==> src/rtl/encdec_mul_pkg.sv <==
// Shared types and the round-robin search used by the multiplier scheduler.
package encdec_mul_pkg;

  localparam int DATA_W  = 16;
  localparam int PROD_W  = 2 * DATA_W;
  // Tag width is sized for the largest supported requester count so every
  // instance shares one tag type.
  localparam int MAX_REQ = 8;
  localparam int TAG_W   = $clog2(MAX_REQ);

  typedef logic [TAG_W-1:0] tag_t;

  typedef struct packed {
    logic found;
    tag_t idx;
  } grant_t;

  // Rotate the request vector so that ptr sits at position 0, pick the
  // lowest set position, then map it back to the absolute index.
  // Walking the offsets downward lets the smallest offset win.
  function automatic grant_t rr_search(input logic [MAX_REQ-1:0] valid,
                                       input tag_t               ptr,
                                       input int                 n);
    grant_t            g;
    int                j;
    logic [TAG_W-1:0]  jt;
    g = '0;
    for (int i = MAX_REQ - 1; i >= 0; i--) begin
      j = int'(ptr) + i;
      if (j >= n) j = j - n;
      jt = j[TAG_W-1:0];
      if (i < n) begin
        if (valid[jt]) begin
          g.found = 1'b1;
          g.idx   = jt;
        end
      end
    end
    return g;
  endfunction

endpackage

==> src/rtl/encdec_mul_pipe.sv <==
// Pipelined unsigned multiplier carrying a valid bit and requester tag.
// The product registers are plain enabled registers so synthesis can retime
// them into the DSP pipeline.
module encdec_mul_pipe
  import encdec_mul_pkg::tag_t;
#(
  parameter int DATA_W      = 16,
  parameter int MUL_LATENCY = 3
) (
  input  logic                clk,
  input  logic                rst,
  input  logic                op_valid,
  input  tag_t                op_tag,
  input  logic [DATA_W-1:0]   op_a,
  input  logic [DATA_W-1:0]   op_b,
  output logic                res_valid,
  output tag_t                res_tag,
  output logic [2*DATA_W-1:0] res_p,
  output logic                busy
);

  logic [MUL_LATENCY-1:0] v;
  tag_t                   tag_q [MUL_LATENCY];
  logic [2*DATA_W-1:0]    p_q   [MUL_LATENCY];

  // Shift valid/tag every cycle; products only advance with a valid op so
  // the last stage holds the most recent delivered result.
  always_ff @(posedge clk or posedge rst) begin
    if (rst) begin
      v <= '0;
      for (int k = 0; k < MUL_LATENCY; k++) begin
        tag_q[k] <= '0;
        p_q[k]   <= '0;
      end
    end else begin
      v[0]     <= op_valid;
      tag_q[0] <= op_tag;
      if (op_valid) p_q[0] <= (2*DATA_W)'(op_a) * (2*DATA_W)'(op_b);
      for (int k = 1; k < MUL_LATENCY; k++) begin
        v[k]     <= v[k-1];
        tag_q[k] <= tag_q[k-1];
        if (v[k-1]) p_q[k] <= p_q[k-1];
      end
    end
  end

  assign res_valid = v[MUL_LATENCY-1];
  assign res_tag   = tag_q[MUL_LATENCY-1];
  assign res_p     = p_q[MUL_LATENCY-1];
  assign busy      = |v;

endmodule

==> src/rtl/encdec_mul_rr_sched.sv <==
// Round-robin scheduler sharing one pipelined multiplier among requesters.
// Products return in issue order as a one-hot strobe to the issuing requester.
module encdec_mul_rr_sched
  import encdec_mul_pkg::tag_t;
  import encdec_mul_pkg::grant_t;
  import encdec_mul_pkg::MAX_REQ;
  import encdec_mul_pkg::rr_search;
#(
  parameter int NUM_REQ     = 4,
  parameter int DATA_W      = 16,
  parameter int MUL_LATENCY = 3
) (
  input  logic                      ap_clk,
  input  logic                      ap_rst,
  input  logic [NUM_REQ-1:0]        req_valid,
  output logic [NUM_REQ-1:0]        req_ready,
  input  logic [NUM_REQ*DATA_W-1:0] req_a,
  input  logic [NUM_REQ*DATA_W-1:0] req_b,
  output logic [NUM_REQ-1:0]        rsp_valid,
  output logic [2*DATA_W-1:0]       rsp_p,
  output logic                      busy,
  output logic [15:0]               issue_cnt
);

  logic [MAX_REQ-1:0] valid_ext;
  grant_t             grant;
  tag_t               rr_ptr;
  logic               hs;
  logic [DATA_W-1:0]  a_sel;
  logic [DATA_W-1:0]  b_sel;
  logic               res_valid;
  tag_t               res_tag;

  // Arbitrate from rr_ptr and steer the winner's operands to the multiplier.
  always_comb begin
    valid_ext                = '0;
    valid_ext[NUM_REQ-1:0]   = req_valid;
    grant                    = rr_search(valid_ext, rr_ptr, NUM_REQ);
    req_ready                = '0;
    a_sel                    = '0;
    b_sel                    = '0;
    for (int i = 0; i < NUM_REQ; i++) begin
      if (grant.found && grant.idx == tag_t'(i)) begin
        req_ready[i] = !ap_rst;
        a_sel        = req_a[i*DATA_W +: DATA_W];
        b_sel        = req_b[i*DATA_W +: DATA_W];
      end
    end
    hs = |req_ready;
  end

  // Advance the pointer past the winner and count accepted operations.
  always_ff @(posedge ap_clk or posedge ap_rst) begin
    if (ap_rst) begin
      rr_ptr    <= '0;
      issue_cnt <= '0;
    end else if (hs) begin
      rr_ptr    <= (grant.idx == tag_t'(NUM_REQ - 1)) ? '0 : grant.idx + tag_t'(1);
      issue_cnt <= issue_cnt + 16'd1;
    end
  end

  encdec_mul_pipe #(
    .DATA_W      (DATA_W),
    .MUL_LATENCY (MUL_LATENCY)
  ) u_pipe (
    .clk       (ap_clk),
    .rst       (ap_rst),
    .op_valid  (hs),
    .op_tag    (grant.idx),
    .op_a      (a_sel),
    .op_b      (b_sel),
    .res_valid (res_valid),
    .res_tag   (res_tag),
    .res_p     (rsp_p),
    .busy      (busy)
  );

  // Decode the output-stage tag into the one-hot response strobe.
  always_comb begin
    rsp_valid = '0;
    for (int i = 0; i < NUM_REQ; i++) begin
      rsp_valid[i] = res_valid && (res_tag == tag_t'(i));
    end
  end

endmodule

==> config.mk <==
export PLATFORM = sky130hd
export DESIGN_NAME = encdec_mul_rr_sched
export DESIGN_NICKNAME = d
export VERILOG_FILES = /design/src/rtl/encdec_mul_pkg.sv /design/src/rtl/encdec_mul_pipe.sv /design/src/rtl/encdec_mul_rr_sched.sv
export SDC_FILE = /design/constraint.sdc
export NUM_CORES = 1
export LEC_CHECK = 0
export ABC_AREA = 1
export BUFFER_PORTS_ARGS = -buffer_cell sky130_fd_sc_hd__buf_2
export CAP_MARGIN = 0
export CORE_ASPECT_RATIO = 0.5
export CORE_MARGIN = 2
export CORE_UTILIZATION = 66
export CTS_CLUSTER_DIAMETER = 40
export DETAILED_ROUTE_END_ITERATION = 12
export HOLD_SLACK_MARGIN = 0.02
export PLACE_DENSITY = 0.89
export SLEW_MARGIN = 10
export SYNTH_ARGS = -nofsm -noshare
export SYNTH_HDL_FRONTEND = slang
export SYNTH_HIERARCHICAL = 1
export SYNTH_SLANG_ARGS = --single-unit
==> constraint.sdc <==
create_clock -name ap_clk -period 24 [get_ports ap_clk]
set_clock_uncertainty 0.1 [all_clocks]
set_input_delay 2.4 -clock ap_clk [delete_from_list [all_inputs] [get_ports ap_clk]]
set_output_delay 2.4 -clock ap_clk [all_outputs]
set_load 0.01 [all_outputs]
==> impl_metrics.tcl, run 1 <==
set metrics [dict create \
    synthDistinctLibCells 39 \
    hold_path.class "register to register" \
    crit_required_ns 24.19 \
    insertion_delay_ns 0.41 \
    placed_cells 2755 \
    syn_inst 2366 \
    ant_nets 0 \
    path_clk_slew_ns 0.06 \
    cts_tree "yes" \
    syn-num-nets 2805 \
    setup_violations 0 \
    synth_top_area_share 0.231 \
    crit_path_top_delay_cell "a21oi_2" \
    core_area_mm2 0.0251 \
    numCtsBuffers 17 \
    drv_cap 0 \
    min_period_ns 10.26 \
    synth_common_cells "nand2_1, inv_1, fa_1" \
    grt_pass1_vias 14945 \
    ios 191 \
    detail_route.wl_per_cell_um 15.2 \
    yosysTopAreaCell "fa_1" \
    n_fill_cell 1956 \
    dp_hpwl_mm 32.4 \
    ys_seq_area_frac 0.189 \
    worst-slew-pin-transition_ns 1.14 \
    drt-total-wl_mm 42.3 \
    worstSetupStartpointType "input pin" \
    crit_type "input pin to register" \
    slew_viol_final 0 \
    syn-cell-area_mm2 0.0168 \
    postCtsResizedCells 0 \
    dpl_cell_area_mm2 0.0174 \
    status "finished clean" \
    timing.fmax_mhz 97.5 \
    synth_most_common_cell "nand2_1" \
    synth_flop_cell "dfrtp_1" \
    area_growth_pct 7.73 \
    critPathCaptureType "register" \
    final_net_count 2869 \
    async_flop_share 1.00 \
    vias_per_cell 5.36 \
    grt_usage 0.328 \
    die_h_um 117 \
    crit_top_cell "nand2_1" \
    die_width_um 229 \
    post_cts_buffers 0 \
    rows 41 \
    fin_crit_sh 0.428 \
    drive_gt1_frac 0.122 \
    cts_max_path_buffers 2 \
    first_pass_iters 6 \
    rsz0062_at_grt "false" \
    grt_max_degree 98 \
    final_area_mm2 0.0181 \
    cts_num_sinks 127 \
    syn_avg_cell_area_um2 7.09 \
    hold_buffers 0 \
    cp_max_fo 66 \
    finalSetupTns_ns 0 \
    synth-seq-cells 127 \
    cp_slowest_stage_delay_ns 0.90 \
    h-tree-depth 4 \
    regToRegSetupSlack_ns 14.80 \
    antennaDiodeCount 0 \
    num_vias 14944 \
    critPathArrivalTime_ns 10.46 \
    synth_edf_count 0 \
    io_buffers 190 \
    grt_pass1_wl_mm 70.5 \
    drcViolationCount 0 \
    fin_cells 2787 \
    initial_utilization 0.669 \
    die-area_mm2 0.0268 \
    ys_warn_count 6 \
    clock-root-buffer "clkbuf_16" \
    drt_iter0_markers 1309 \
    antenna_found_initial 0 \
    finalHoldViolCount 0 \
    gp_congestion 0.951 \
    gr-total-overflow 0 \
    relSlewSlack 0.237 \
    synth_area_leaders "fa_1, dfrtp_1, nand2_1, inv_1, ha_1" \
]
## critical path: cells and delay by family
kind,cells,cell delay [ns]
AOI/OAI and AO/OA,2,1.21
adders and majority gates,8,3.82
buffers and inverters,8,0.82
and+or+nand+nor,17,2.15
## path summary, 6_finish.rpt
path                       depth (start not counted)       startpoint                end
min in group asynchronous                          2           ap_rst    u_pipe/tag_q[7]
min reg2reg                                        0  u_pipe/tag_q[4]  u_pipe/res_tag[1]
min                                                0  u_pipe/tag_q[4]  u_pipe/res_tag[1]
max reg2reg                                       35        rr_ptr[0]     u_pipe/p_q[88]
max                                               35     req_valid[3]     u_pipe/p_q[88]
max in group asynchronous                          3           ap_rst   u_pipe/res_p[20]
## cells by family after synthesis
logic type	share of synthesized area
fa+ha+maj	0.314
buf+inv	0.172
other cells	0.000223
xor+xnor	0.0146
flops	0.189
simple gates	0.266
compound gates	0.0432
## cell type report
class / instances / area (um^2) / area share
clock buffer: 24 / 502 / 0.0278
clock inverter: 8 / 128 / 0.00706
inverter: 552 / 2070 / 0.115
multi-input combinational: 1530 / 10700 / 0.593
sequential: 127 / 3180 / 0.176
tap: 344 / 430 / 0.0238
timing repair buffer: 202 / 1040 / 0.0576
## per-layer routing
layer  up-vias  track usage  routed length (um)
met1      7065        0.431               17800
met2       746        0.550               19300
li1       6988            -                   -
met3       145       0.0557                3840
met4         0        0.132                1350
met5         -            0                   0
## metrics by stage
stage,util,hold slack [ns],worst slack (ns)
4_1_cts,0.720,0.249,13.73
5_1_grt,0.721,0.249,13.19
6_report,0.721,0.248,13.74
3_3_place_gp,0.695,0.232,13.48
2_1_floorplan,-,0.231,14.46
3_5_place_dp,0.695,0.236,13.33
## registers in the layout, indices dropped and copies added (netlist names)
register,count
u_pipe/res_tag,3
u_pipe/v,3
u_pipe/tag_q,6
issue_cnt,16
u_pipe/p_q,64
rr_ptr,3
u_pipe/res_p,32
## layout by cell type, fill, tap and decap left out, types with 3 or more instances in the layout
cell	count
buf_4	12
inv_1	548
bufinv_16	3
nand2_2	7
nand3b_1	7
nor3_1	7
nor2_2	3
nand3_2	14
dfrtp_1	127
ha_1	110
a21oi_2	31
nand2_1	768
clkbuf_8	5
nor2_1	112
clkbuf_16	17
buf_2	190
xor2_1	15
o21ai_0	53
fa_1	194
nand4_1	8
o21ai_1	12
nand3_1	144
xnor2_1	13
a21oi_1	15
Power of run 1 is not shown: default switching activity piles up to over one toggle a cycle in this logic, so the estimate is an artifact.
==> run 2, diff against run 1 <==
- CORE_UTILIZATION: 66 -> 61
- PLACE_DENSITY: 0.89 -> 0.83
- clock period: 24 -> 9.55 ns (I/O delays scaled with it)
==> run 2 against run 1 <==
Against the previous run: via count decreased by 2.0%; wire length decreased by 2.1%; critical path type is now register to register; register-to-register slack worse by 14 ns; non-clock buffer count up 44.
==> impl_metrics.tcl, run 2 (synthesis results as in run 1) <==
set metrics [dict create \
    min_period_ns 8.98 \
    detail_route.wl_per_cell_um 14.6 \
    grt_pass1_wl_mm 69.5 \
    grt_pass1_vias 14441 \
    hold_depth 0 \
    ios 191 \
    core_area_mm2 0.0267 \
    grt_usage 0.303 \
    numCtsBuffers 17 \
    fin_crit_sh 0.940 \
    largest_register "u_pipe/p_q" \
    die_h_um 121 \
    dp_hpwl_mm 32.7 \
    final_net_count 2913 \
    finalHoldViolCount 0 \
    hold_buffers 0 \
    grt_max_degree 72 \
    path_clk_slew_ns 0.06 \
    final_cell_mix "nand2_1, inv_1, fa_1" \
    worstSetupStartpointType "register" \
    critPathCaptureType "register" \
    worst-slew-pin-transition_ns 1.07 \
    initial_utilization 0.627 \
    antennaDiodeCount 0 \
    area_growth_pct 9.60 \
    drive_gt1_frac 0.137 \
    status "finished clean" \
    num_vias 14639 \
    post_cts_buffers 0 \
    crit_type "register to register" \
    die_width_um 239 \
    cts_tree "yes" \
    die-area_mm2 0.0289 \
    final_area_mm2 0.0184 \
    drv_cap 0 \
    ff2ff_path_depth 35 \
    hold_path.class "register to register" \
    largest_register_ffs 64 \
    first_pass_iters 6 \
    dpl_cell_area_mm2 0.0178 \
    slew_viol_final 0 \
    rows 42 \
    drcViolationCount 0 \
    crit_buf_inv 7 \
    postCtsResizedCells 0 \
    drt_iter0_markers 1241 \
    antenna_found_initial 0 \
    drt-total-wl_mm 41.4 \
    insertion_delay_ns 0.42 \
    cts_max_path_buffers 2 \
    h-tree-depth 4 \
    relSlewSlack 0.286 \
    timing.fmax_mhz 111 \
    cp_max_fo 30 \
    gr-total-overflow 0 \
    critPathArrivalTime_ns 9.18 \
    cp_slowest_stage_delay_ns 0.61 \
    path_delay_family "adder cells" \
    crit_required_ns 9.75 \
    cp_num_cells 35 \
    io_buffers 190 \
    ant_nets 0 \
    clock-root-buffer "clkbuf_16" \
    gp_congestion 0.932 \
    finalSetupTns_ns 0 \
    cts_num_sinks 127 \
    rsz0062_at_grt "false" \
    crit_path_top_delay_cell "a21oi_2" \
    setup_violations 0 \
    layout_commonest_cell "nand2_1" \
    vias_per_cell 5.16 \
    crit_top_cell "nand2_1" \
]
## run 2: cell types whose count changed in the layout (fill, tap and decap cells not counted)
cell / delta
inv_6: +3
clkinv_2: +1
a21oi_4: +1
clkbuf_8: -4
a21oi_1: +2
buf_4: +44
a21oi_2: -3
clkbuf_1: -1
## run 2: metrics by stage
stage	hold slack (ns)	cells	util	setup slack, ns
detailed placement	0.235	2807	0.665	0.610
floorplan	0.231	2366	-	1.46
global placement	0.232	2807	0.665	0.758
global route	0.249	2838	0.688	0.0175
CTS	0.247	2838	0.687	0.619
finish	0.247	2838	0.688	0.571
## run 2: worst paths after layout
check,slack (ns),to,from
setup / recovery,0.57,u_pipe/p_q[93],rr_ptr[0]
hold / removal,0.25,u_pipe/res_tag[2],u_pipe/tag_q[5]
setup reg to reg,0.57,u_pipe/p_q[93],rr_ptr[0]
hold reg to reg,0.25,u_pipe/res_tag[2],u_pipe/tag_q[5]
max in group asynchronous,7.60,u_pipe/p_q[85],ap_rst
min in group asynchronous,0.50,u_pipe/tag_q[6],ap_rst
## run 2: layout make-up
type / instances / area, um^2
fill: 2195 / 8360
inverter: 552 / 2070
tap: 352 / 440
sequential: 127 / 3180
clock buffer: 19 / 443
timing repair buffer: 246 / 1370
multi-input combinational: 1530 / 10700
clock inverter: 12 / 159
## run 2: per-layer routing
layer  vias to the layer above  global-route usage  share of wire
li1                       7075                   -              -
met1                      6820               0.426           0.44
met2                       651               0.473           0.44
met3                        93              0.0646          0.096
met4                         0              0.0902          0.024
met5                         -                   0              0
## run 2: worst register-to-register path, delay by kind of cell (launching register included)
| family | cells | cell delay [ns] |
|---|---|---|
| buffers and inverters | 7 | 0.81 |
| and+or+nand+nor | 17 | 2.09 |
| adders and majority gates | 9 | 4.34 |
| AOI/OAI and AO/OA | 2 | 1.01 |
| DFF | 1 | 0.53 |
Power of run 2 is left out for the same reason.
